### src/rtl/run_sequencer.sv
`timescale 1ns/1ps
// Host run controller: loads a byte stream into core data memory, resets and starts the core, waits for done/timeout.
// Latency: load handshake -> mem write next cycle; last byte -> 2 core-reset cycles -> core_req on the 3rd cycle.
// Backpressure: ld_ready is high only in LOAD, and bytes offered in any other state are dropped.
// Ports: clk/reset (async active-low); host load stream ld_*; data-memory write port mem_*;
//        core control core_reset/core_req/core_done; status busy/done/timeout/cycle_count/load_csum.
// Build option: define RUN_SEQ_CHECKSUM_EN to build the XOR load checksum (otherwise load_csum reads 0).
module run_sequencer #(
    parameter int              AW         = 8,
    parameter int              CW         = 16,
    parameter logic [CW-1:0]   MAX_CYCLES = CW'(16'hFFFF)
) (
    input  logic          clk,
    input  logic          reset,
    input  logic          start,
    input  logic          ld_valid,
    output logic          ld_ready,
    input  logic [AW-1:0] ld_addr,
    input  logic [7:0]    ld_data,
    input  logic          ld_last,
    output logic          mem_wr_en,
    output logic [AW-1:0] mem_addr,
    output logic [7:0]    mem_dat,
    output logic          core_reset,
    output logic          core_req,
    input  logic          core_done,
    output logic          busy,
    output logic          done,
    output logic          timeout,
    output logic [CW-1:0] cycle_count,
    output logic [7:0]    load_csum
);

    typedef enum logic [2:0] {
        IDLE     = 3'd0,
        LOAD     = 3'd1,
        CORE_RST = 3'd2,
        RUN      = 3'd3,
        DONE     = 3'd4,
        TOUT     = 3'd5
    } state_t;

    state_t        state;
    logic          crst_cnt;     // second CORE_RST cycle marker
    logic          load_hs;
    logic          restart;
    logic [CW-1:0] count_inc;

    assign ld_ready = (state == LOAD);
    assign busy     = (state == LOAD) || (state == CORE_RST) || (state == RUN);
    assign load_hs  = ld_valid && ld_ready;
    // A new run may only be launched from a resting state.
    assign restart  = start && ((state == IDLE) || (state == DONE) || (state == TOUT));

    // Saturating increment; the count never wraps back to zero.
    assign count_inc = (&cycle_count) ? cycle_count : cycle_count + CW'(1);

    always_ff @(posedge clk or negedge reset) begin
        if (!reset) begin
            state       <= IDLE;
            crst_cnt    <= 1'b0;
            mem_wr_en   <= 1'b0;
            mem_addr    <= '0;
            mem_dat     <= '0;
            core_reset  <= 1'b1;
            core_req    <= 1'b0;
            done        <= 1'b0;
            timeout     <= 1'b0;
            cycle_count <= '0;
        end else begin
            // Single-cycle strobes default low.
            mem_wr_en <= 1'b0;
            core_req  <= 1'b0;

            case (state)
                IDLE, DONE, TOUT: begin
                    if (restart) begin
                        state       <= LOAD;
                        done        <= 1'b0;
                        timeout     <= 1'b0;
                        cycle_count <= '0;
                        core_reset  <= 1'b1;
                    end
                end

                LOAD: begin
                    if (load_hs) begin
                        mem_wr_en <= 1'b1;
                        mem_addr  <= ld_addr;
                        mem_dat   <= ld_data;
                        if (ld_last) begin
                            state    <= CORE_RST;
                            crst_cnt <= 1'b0;
                        end
                    end
                end

                CORE_RST: begin
                    if (crst_cnt) begin
                        // Entering RUN: release core, pulse req, and count this first RUN cycle.
                        state       <= RUN;
                        core_reset  <= 1'b0;
                        core_req    <= 1'b1;
                        cycle_count <= count_inc;
                    end else begin
                        crst_cnt <= 1'b1;
                    end
                end

                RUN: begin
                    // cycle_count already includes the current cycle, so done wins a tie with the limit.
                    if (core_done) begin
                        state <= DONE;
                        done  <= 1'b1;
                    end else if (cycle_count >= MAX_CYCLES) begin
                        state      <= TOUT;
                        timeout    <= 1'b1;
                        core_reset <= 1'b1;
                    end else begin
                        cycle_count <= count_inc;
                    end
                end

                default: begin
                    state      <= IDLE;
                    core_reset <= 1'b1;
                end
            endcase
        end
    end

`ifdef RUN_SEQ_CHECKSUM_EN
    logic [7:0] csum;

    always_ff @(posedge clk or negedge reset) begin
        if (!reset) begin
            csum <= 8'h00;
        end else if (restart) begin
            csum <= 8'h00;
        end else if (load_hs) begin
            csum <= csum ^ ld_data;
        end
    end

    assign load_csum = csum;
`else
    assign load_csum = 8'h00;
`endif

endmodule

### config.mk
export PLATFORM = sky130hd
export DESIGN_NAME = run_sequencer
export DESIGN_NICKNAME = d
export VERILOG_FILES = /design/src/rtl/run_sequencer.sv
export SDC_FILE = /design/constraint.sdc
export NUM_CORES = 1
export LEC_CHECK = 0
export BUFFER_PORTS_ARGS = -buffer_cell sky130_fd_sc_hd__buf_2
export CAP_MARGIN = 20
export CORE_ASPECT_RATIO = 1.2
export CORE_UTILIZATION = 50
export DETAILED_ROUTE_END_ITERATION = 16
export GPL_TIMING_DRIVEN = 1
export PLACE_DENSITY = 0.83
export REMOVE_ABC_BUFFERS = 1
export SLEW_MARGIN = 20
export SYNTH_ARGS = -nofsm -noshare
export SYNTH_HDL_FRONTEND = slang
export SYNTH_SLANG_ARGS = --single-unit
### constraint.sdc
create_clock -name clk -period 3.6 [get_ports clk]
set_clock_uncertainty 0.05 [all_clocks]
set_input_delay 0.18 -clock clk [delete_from_list [all_inputs] [get_ports clk]]
set_output_delay 0.18 -clock clk [all_outputs]
set_load 0.01 [all_outputs]
Word-level counts from Yosys, hierarchy flattened
Index checks and enable logic that the tools add are counted.
Word-level totals
  register bits: 41
  output and inout port bits: 47
Cells by class
  bitwise operators: 1
  equal/unequal tests: 14
  reductions and logical operators: 19
  $add $sub $neg: 1
  magnitude comparators: 1
  multiplexer cells: 29
Operator list (count)
  16-bit two-way mux: 5
  16-bit one-hot mux with 3 select lines: 1
  3-bit two-way mux: 6
  16-bit by 1-bit adder with 16-bit output, second input constant: 1
  16-bit >= comparator, second input constant: 1
  16-bit AND reduction: 1
  5-bit AND reduction: 3
  1-bit two-way mux: 12
  3-bit one-hot mux with 4 select lines: 1
  2-bit != test, second input constant: 5
  3-bit by 2-bit == test with 1-bit output, second input constant: 2
  3-bit == test, second input constant: 2
  2-bit by 1-bit != test with 1-bit output, second input constant: 3
  1-bit one-hot mux with 2 select lines: 3
  3-bit AND reduction: 2
  1-bit logical OR: 4
  1-bit one-hot mux with 4 select lines: 1
  4-bit AND reduction: 1
  2-bit nonzero test: 2
  3-bit by 1-bit == test with 1-bit output, second input constant: 1
  3-bit zero test: 1
  3-bit by 2-bit != test with 1-bit output, second input constant: 1
  3-bit nonzero test: 1
  3-bit OR reduction: 1
  other kinds (3): 4

Longest topological paths before layout
Gate-level depths: netlist of the first run.
  word-level depth: 6
  depth in mapped cells: 7
  gate-level depth less buffers: 5

Worst setup path after synthesis of the first run
OpenSTA, ideal clock, no wires.
  path kind: flip-flop to flip-flop
  start: register cycle_count[0]
  end: register cycle_count[11]
  setup time: 0.134 ns
  slack: 1.665 ns
  arrival: 1.751 ns
  buffers on the path: 2
  required time: 3.416 ns
  cell stages (with the launch flop): 8
  path through: dfrtp_1 > ha_1 > nand4_1 > or4_1 > buf_2 > buf_2 > a41oi_1 > a31oi_1
Between the ends
  longest elaborated chain between the ends: 5
  elaborated cells between the ends (all ways): 10
  classes of those cells: add/sub (1); order compare (1); eq/ne (1); mux (5); reduce/logical (2)
RTL lines
  start, declared: line 30  | output logic [CW-1:0] cycle_count,
  start signal, assigned: line 104  | cycle_count <= count_inc;
  start signal, assigned: line 120  | cycle_count <= count_inc;
  16-bit by 1-bit adder with 16-bit output or 16-bit AND reduction (tied branches): line 56  | assign count_inc = (&cycle_count) ? cycle_count : cycle_count + CW'(1);
  16-bit two-way mux: line 56
  16-bit two-way mux: line 115  | end else if (cycle_count >= MAX_CYCLES) begin
  16-bit two-way mux: line 112  | if (core_done) begin
  16-bit one-hot mux with 3 select lines: line 75  | case (state)
Parallel ways exist; a longest one is shown, timed or not. The select of a mux whose other input is x is not followed.
A chain may end at the register's enable or synchronous reset.

Worst setup path after layout of the first run
  start: register state[1]
  end: register cycle_count[0]
Between the ends
  longest elaborated chain between the ends: 6
  elaborated cells between the ends (all ways): 16
  classes of those cells: eq/ne (8); mux (1); reduce/logical (7)
RTL lines
  start, declared: line 43  | state_t state;
  start signal, assigned: line 60  | state <= IDLE;
  start signal, assigned: line 78  | state <= LOAD;
  start signal, assigned: line 92  | state <= CORE_RST;
  3-bit == test or 3-bit zero test (tied branches): line 53, 75
  1-bit logical OR (2 in series): line 53  | assign restart = start && ((state == IDLE) || (state == DONE) || (state == TOUT));
  1-bit logical AND: line 53
  2-bit != test (no source line)
  5-bit AND reduction (no source line)
Parallel ways exist; a longest one is shown, timed or not.

==> results.md, run 1 <==
* DR DRC count at 0
* Largest stage delay on the critical path at a little under 1 ns
* Initial antenna violation count at 0
* Tmin final at 2.58 ns
* Clock latency on the worst-skew pair at between 0.2 and 0.3 ns
* Fraction of layout instances using a drive strength above 1 at between 30% and 40%
* Setup TNS at 0 ns
* Commonest non-fill, non-tap cell in the layout: buf_2
* # port buffers at 60
* Final setup fails at 0
* Row cnt at 25
* Placed Area at roughly 0.0023 mm²
* Worst relative slew slack at 23.8%
* Remaining antenna violation count at 0
* Peak VDD IR at 0.000263 V
* Die area at roughly 0.0044 mm²
* Num ports at between 60 and 70
* H-tree Lvls at 2
* Initial core utilization at between 50% and 60%
* Post-synth cell types at 44
* Pwr dens at a little over 700 mW/mm²
* CTS root buf: clkbuf_8
* Sequential area share after synthesis at 50.1%
* Syn_area_per_cell at ~11 µm²
* Worst Hold Depth at 2
* EDFF count, synth at 0
* RSZ-0062 raised after global routing: false
* Final Cell Area at approximately 0.0025 mm²
* WP buf/inv at 1
* Req. time, crit path at 3.67 ns
* DR vias at approximately 1700
* Async set-reset flop share out of synthesis at 100%
* Post-route clock period utilization at a little under three quarters
* Part of the power in registers at between 40 and 50%
* Worst-margin pin slew at around 1.1 ns
* Clock buffer depth at 2
* CP max FO at 16
* Avg WL per Cell at around 14 µm
* Sink of the worst hold path: mem_dat[6]$_DFFE_PN0P_
* CP Cell Sequence: nor2b_1 -> buf_4 -> o21ai_0 -> a22oi_1 -> o21ai_0
* Setup slack after layout at around 1 ns
* Total grt overflow at 0
* Crit end category: flop
* Clock Sinks at 41
* Final Hold Fails at 0
* Run status: finished clean
* Register bit total from synthesis at slightly above 40
* Synthesized cell area at between 0.002 and 0.0025 mm²
* Fin. max-slew vios at 0
* CTS resizes at 0
* Mapped Cells at approximately 190
* Crit start category: flop
* Pre-antenna DRT Iters at 6
* Total track usage at between 20 and 25%
* Number of DRC markers in iteration 0 at roughly 80
* Final Wtd Congestion at 0.783
* Synth-to-layout area growth at 19.9%
* Max-cap viol count at 0
* Detail Placement HPWL at between 3 and 4 mm
* Pint at 1.13 mW
* Most frequent cells in the layout: 60 x buf_2, 40 x dfrtp_1, 16 x a31oi_1, 16 x mux2_2, 11 x nand2_1
* Fillers at between 300 and 400
* Setup slack, reg-to-reg at around 1.0 ns
* Clock transition at path regs at ~0.070 ns
* Worst Hold Class: in2reg
* TritonCTS clock tree: built
* Setup repair bufs after CTS at 0
* Total CTS buffers at 5
* Most frequent CP cell: o21ai_0
* CP arrival at between 2 and 3 ns
* CP delay by family, top: compound AO/OA/AOI/OAI gates
* Total wire length at approximately 4.4 mm
* R2R depth at 5
* Fmax at roughly 390 MHz
* Layout Nets at 274
* N_diodes at 0
* Largest net degree at the start of global routing at between 40 and 50
* Kind of critical path: reg2reg
* Hold_buf cts at 1
* FF-to-FF Start: state[1]$_DFFE_PN0P_
* Sw Share at between 30% and 40%
* Sw Pwr at approximately 0.62 mW
* Primary FF master, synth: dfrtp_1
* R2r endpoint: cycle_count[0]$_DFFE_PN0P_
* Vias per cell at around 5.7
* Worst path slowest cell: a22oi_1
* First-pass GRT wire length at just over 7 mm
* Dpl ws at around 1.1 ns
* LEAKAGE at between 1 and 1.5 nW
* Chip height at 72.2 µm
* Clock network power share at 20.4%
* Number of global-route vias before repair at around 1500
* Combinational fraction of design power at between 30% and 40%
* Warnings from Yosys at 0
* Die width at between 60 and 70 µm
* Hold path startpoint: ld_data[6]
* Core area at 0.00394 mm²
-- cells in the mapped netlist (all sizes together) (5+ instances only) --
| master | number | area (µm²) |
|---|---|---|
| buf | 14 | 92.6 |
| nor2 | 9 | 33.8 |
| o21ai | 9 | 45.0 |
| nand2 | 11 | 41.3 |
| dfrtp | 40 | 1000 |
| nor3 | 5 | 25.0 |
| nand4 | 5 | 43.8 |
| a21o | 7 | 52.6 |
| a31oi | 16 | 100 |
| mux2 | 16 | 180 |
| clkbuf | 5 | 18.8 |
-- stage by stage --
step                util (%)  total power, mW  hold slack [ns]  instances
floorplan                  -             1.14           -0.166        182
global placement        59.4             1.37            0.288        297
detailed placement      59.4             1.40            0.298        297
CTS                     62.4             1.76           0.0584        306
global route            62.4             1.87           0.0606        306
finish                  62.4             1.74           0.0726        306
-- flip-flops by register name (all words and copies together), names as in the netlist --
name         cells
cycle_count     16
mem_addr         8
mem_dat          8
state            3
core_req         1
core_reset       1
crst_cnt         1
done             1
mem_wr_en        1
timeout          1
-- how the worst max path moves through the flow --
stage / start / end / slack [ns] / depth (start not counted)
finish: state[1]$_DFFE_PN0P_ / cycle_count[0]$_DFFE_PN0P_ / 1.02 / 5
floorplan: state[1]$_DFFE_PN0P_ / cycle_count[1]$_DFFE_PN0P_ / 1.20 / 4
detailed placement: state[1]$_DFFE_PN0P_ / cycle_count[7]$_DFFE_PN0P_ / 1.10 / 5
CTS: state[1]$_DFFE_PN0P_ / cycle_count[0]$_DFFE_PN0P_ / 1.06 / 5
global route: state[1]$_DFFE_PN0P_ / cycle_count[0]$_DFFE_PN0P_ / 0.77 / 5
global placement: state[1]$_DFFE_PN0P_ / cycle_count[9]$_DFFE_PN0P_ / 1.25 / 5
-- layout make-up --
cell class,instances,area (µm²),share of cell area (%)
clock buffer,6,72.6,2.95
clock inverter,2,35.0,1.42
inverter,4,15.0,0.611
multi-input combinational,137,923,37.6
sequential,41,1030,41.8
tap,54,67.6,2.75
timing repair buffer,62,318,12.9
-- logic make-up after synthesis --
group,synth area share [%]
simple gates,14.3
buf+inv,6.16
mux,9.27
other cells,0.183
fa+ha+maj,0.610
flops,50.1
compound gates,19.3
-- power groups by stage --
stage	Sequential, mW	Combinational (mW)	Clock, mW
finish	0.717	0.671	0.355
global route	0.742	0.747	0.385
CTS	0.716	0.675	0.367
detailed placement	0.726	0.671	0
global placement	0.717	0.656	0
floorplan	0.775	0.363	0
-- per-layer routing --
| layer | track usage [%] | share of wire, % | up-vias |
|---|---|---|---|
| met5 | 0 | 0 | - |
| met4 | 9.09 | 1.3 | 0 |
| met3 | 5.17 | 6.9 | 6 |
| met2 | 34.3 | 48 | 73 |
| met1 | 28.0 | 44 | 835 |
| li1 | - | - | 821 |
Power figures use the tool's default switching activity.
==> run 2: changes to the inputs <==
CORE_UTILIZATION = 45   (was 50)
PLACE_DENSITY = 0.79   (was 0.83)
clock period = 2.2 ns   (was 3.6 ns; I/O delays follow)
==> run 2 against run 1 <==
- worst setup slack lost 0.83 ns
- count of clock-buffer cells in the layout stayed put
- clock power up 65%
- final area grew 7.5%
- maximum frequency increased by 29%
- sequential power rose by 62%
- non-clock buffer count grew 20
- hold slack got worse by 0.070 ns
- combinational power up 82%
- die area grew 11%
- global-route usage down 0.72 points
- critical path type unchanged
==> results.md, run 2 (synthesis gave the netlist of run 1 again) <==
* Largest register FFs at 16 (unchanged)
* CP Cell Sequence: ha_1 -> nand4_1 -> or4_4 -> buf_4 -> a21o_1 -> a31oi_1
* First-pass GRT wire length at 7.96 mm (+13%)
* Layout Utilization at 61.1% (-1.3 points)
* Core area at 0.00433 mm² (+9.8%)
* CP delay by family, top: simple AND/OR/NAND/NOR gates
* Setup TNS at 0 ns (unchanged)
* Fillers at 357 (+5.9%)
* Pwr dens at 1120 mW/mm² (+58%)
* Total grt overflow at 0 (unchanged)
* Chip height at 76.0 µm (+5.3%)
* Most frequent cells in the layout: 60 x buf_2, 40 x dfrtp_1, 16 x a31oi_1, 16 x mux2_2, 12 x buf_4
* Largest stage delay on the critical path at 0.52 ns (-0.46 ns)
* Initial core utilization at 47.4% (-4.6 points)
* DR vias at 1799 (+3.7%)
* Pre-antenna DRT Iters at 4 (-2)
* Total wire length at 4.82 mm (+9.1%)
* RSZ-0062 raised after global routing: false
* Req. time, crit path at 2.36 ns (-1.31 ns)
* LEAKAGE at 1.28 nW (+7.8%)
* Setup slack, reg-to-reg at 0.19 ns (-0.83 ns)
* Largest regs: cycle_count: 16 flops, mem_addr: 8 flops, mem_dat: 8 flops
* Remaining antenna violation count at 0 (unchanged)
* Worst-margin pin slew at 0.873 ns (-0.270 ns)
* CTS root buf: clkbuf_8
* FF-to-FF Start: cycle_count[0]$_DFFE_PN0P_
* # port buffers at 60 (unchanged)
* Clock Sinks at 41 (unchanged)
* Largest net degree at the start of global routing at 42 (unchanged)
* Clock transition at path regs at 0.07 ns (about the same)
* Fmax at 498 MHz (+29%)
* Die width at 63.6 µm (+5.2%)
* Layout Nets at 294 (+7.3%)
* Clock latency on the worst-skew pair at 0.29 ns (about the same)
* Total track usage at 20.9% (-0.72 points)
* Worst path slowest cell: or4_4
* Fraction of layout instances using a drive strength above 1 at 37.1% (+2.2 points)
* H-tree Lvls at 2 (unchanged)
* Avg WL per Cell at 14.7 µm (+1.8%)
* Number of DRC markers in iteration 0 at 91 (+12%)
* Final Hold Fails at 0 (unchanged)
* Sink of the worst hold path: mem_addr[5]$_DFFE_PN0P_
* Peak VDD IR at 0.000434 V (+65%)
* CP max FO at 8 (-8)
* R2r endpoint: cycle_count[4]$_DFFE_PN0P_
* Worst Hold Depth at 2 (unchanged)
* TritonCTS clock tree: built
* Setup repair bufs after CTS at 0 (unchanged)
* Crit end category: flop
* Max-cap viol count at 0 (unchanged)
* CP arrival at 2.16 ns (-0.49 ns)
* Largest Register: cycle_count
* Synth-to-layout area growth at 28.9%
* Run status: finished clean
* Worst relative slew slack at 41.8% (+18 points)
* Crit start category: flop
* WP buf/inv at 1 (unchanged)
* Fin. max-slew vios at 0 (unchanged)
* N_diodes at 0 (unchanged)
* Post-route clock period utilization at 91.3% (+20 points)
* Initial antenna violation count at 0 (unchanged)
* Tmin final at 2.01 ns (-0.574 ns)
* Row cnt at 26 (+4.0%)
* Total CTS buffers at 5 (unchanged)
* Final Wtd Congestion at 0.824 (+5.3%)
* Clock buffer depth at 2 (unchanged)
* Final setup fails at 0 (unchanged)
* Vias per cell at 5.48 (-3.3%)
* DR DRC count at 0 (unchanged)
* Number of global-route vias before repair at 1741 (+14%)
* Kind of critical path: reg2reg
* Worst Hold Class: in2reg
* Detail Placement HPWL at 3.42 mm (+10%)
* R2R depth at 6 (+1)
* Commonest non-fill, non-tap cell in the layout: buf_2
* Die area at 0.00483 mm² (+11%)
* Num ports at 69 (unchanged)
* Hold path startpoint: ld_addr[5]
[run 2: changes by cell type in the layout (fill, tap and decap cells not counted)]
| cell | change |
|---|---|
| dlygate4sd3_1 | +9 |
| or4_1 | -1 |
| a22oi_1 | -1 |
| a22oi_2 | +1 |
| or4_4 | +1 |
| buf_4 | +11 |
[run 2: power by group]
group / leakage (nW) / internal, mW / switching [mW]
sequential: 0.526 / 0.991 / 0.172
combinational: 0.697 / 0.589 / 0.632
clock: 0.0552 / 0.337 / 0.249
total: 1.28 / 1.92 / 1.05
[run 2: repair_timing]
action | CTS | global route
endpoints found under the hold margin | 46 | 3
resized for setup | 1 | 1
pin swaps | 0 | 0
hold buffers | 7 | 3
endpoints found under the setup margin | 6 | 4
[run 2: worst register-to-register path, stage by stage (launching register included)]
cell,delay (ns)
dfrtp_1,0.39
ha_1,0.23
nand4_1,0.21
or4_4,0.52
buf_4,0.20
a21o_1,0.16
a31oi_1,0.17
[run 2: cell type report]
type,count,area [µm²],area share [%]
clock inverters,2,35.0,1.33
clock buffers,6,72.6,2.75
well taps,56,70.1,2.65
inverters,4,15.0,0.568
repair buffers,82,490,18.6
flip-flops and latches,41,1030,38.9
multi-input cells,137,932,35.3
[run 2: worst max-delay path by stage]
stage	from	depth (start not counted)	slack [ns]	endpoint
after CTS	cycle_count[0]$_DFFE_PN0P_	6	0.1	cycle_count[4]$_DFFE_PN0P_
after detailed placement	state[0]$_DFFE_PN0P_	4	-0.004	cycle_count[11]$_DFFE_PN0P_
after global placement	cycle_count[0]$_DFFE_PN0P_	5	0.07	cycle_count[10]$_DFFE_PN0P_
after global routing	cycle_count[1]$_DFFE_PN0P_	6	0.04	cycle_count[13]$_DFFE_PN0P_
final	cycle_count[0]$_DFFE_PN0P_	6	0.19	cycle_count[4]$_DFFE_PN0P_
after floorplan	state[1]$_DFFE_PN0P_	4	-0.20	cycle_count[1]$_DFFE_PN0P_
[run 2: per-stage QoR]
stage	area (µm²)	hold slack (ns)	worst slack (ns)	cells	power, mW
after floorplan	1970	-0.236	-0.201	182	1.86
after global placement	2430	0.233	0.0666	310	2.32
after detailed placement	2430	0.224	-0.00378	310	2.37
after CTS	2610	0.000118	0.0960	325	2.97
after global routing	2640	0.00163	0.0409	328	3.17
final	2640	0.00311	0.191	328	2.97
[run 2: per-layer routing]
metal	vias to the layer above	share of wire [%]	global-route usage (%)
met3	6	4.9	4.52
met1	861	44	26.0
li1	865	-	-
met4	0	1.2	8.18
met2	67	49	34.8
met5	-	0	0
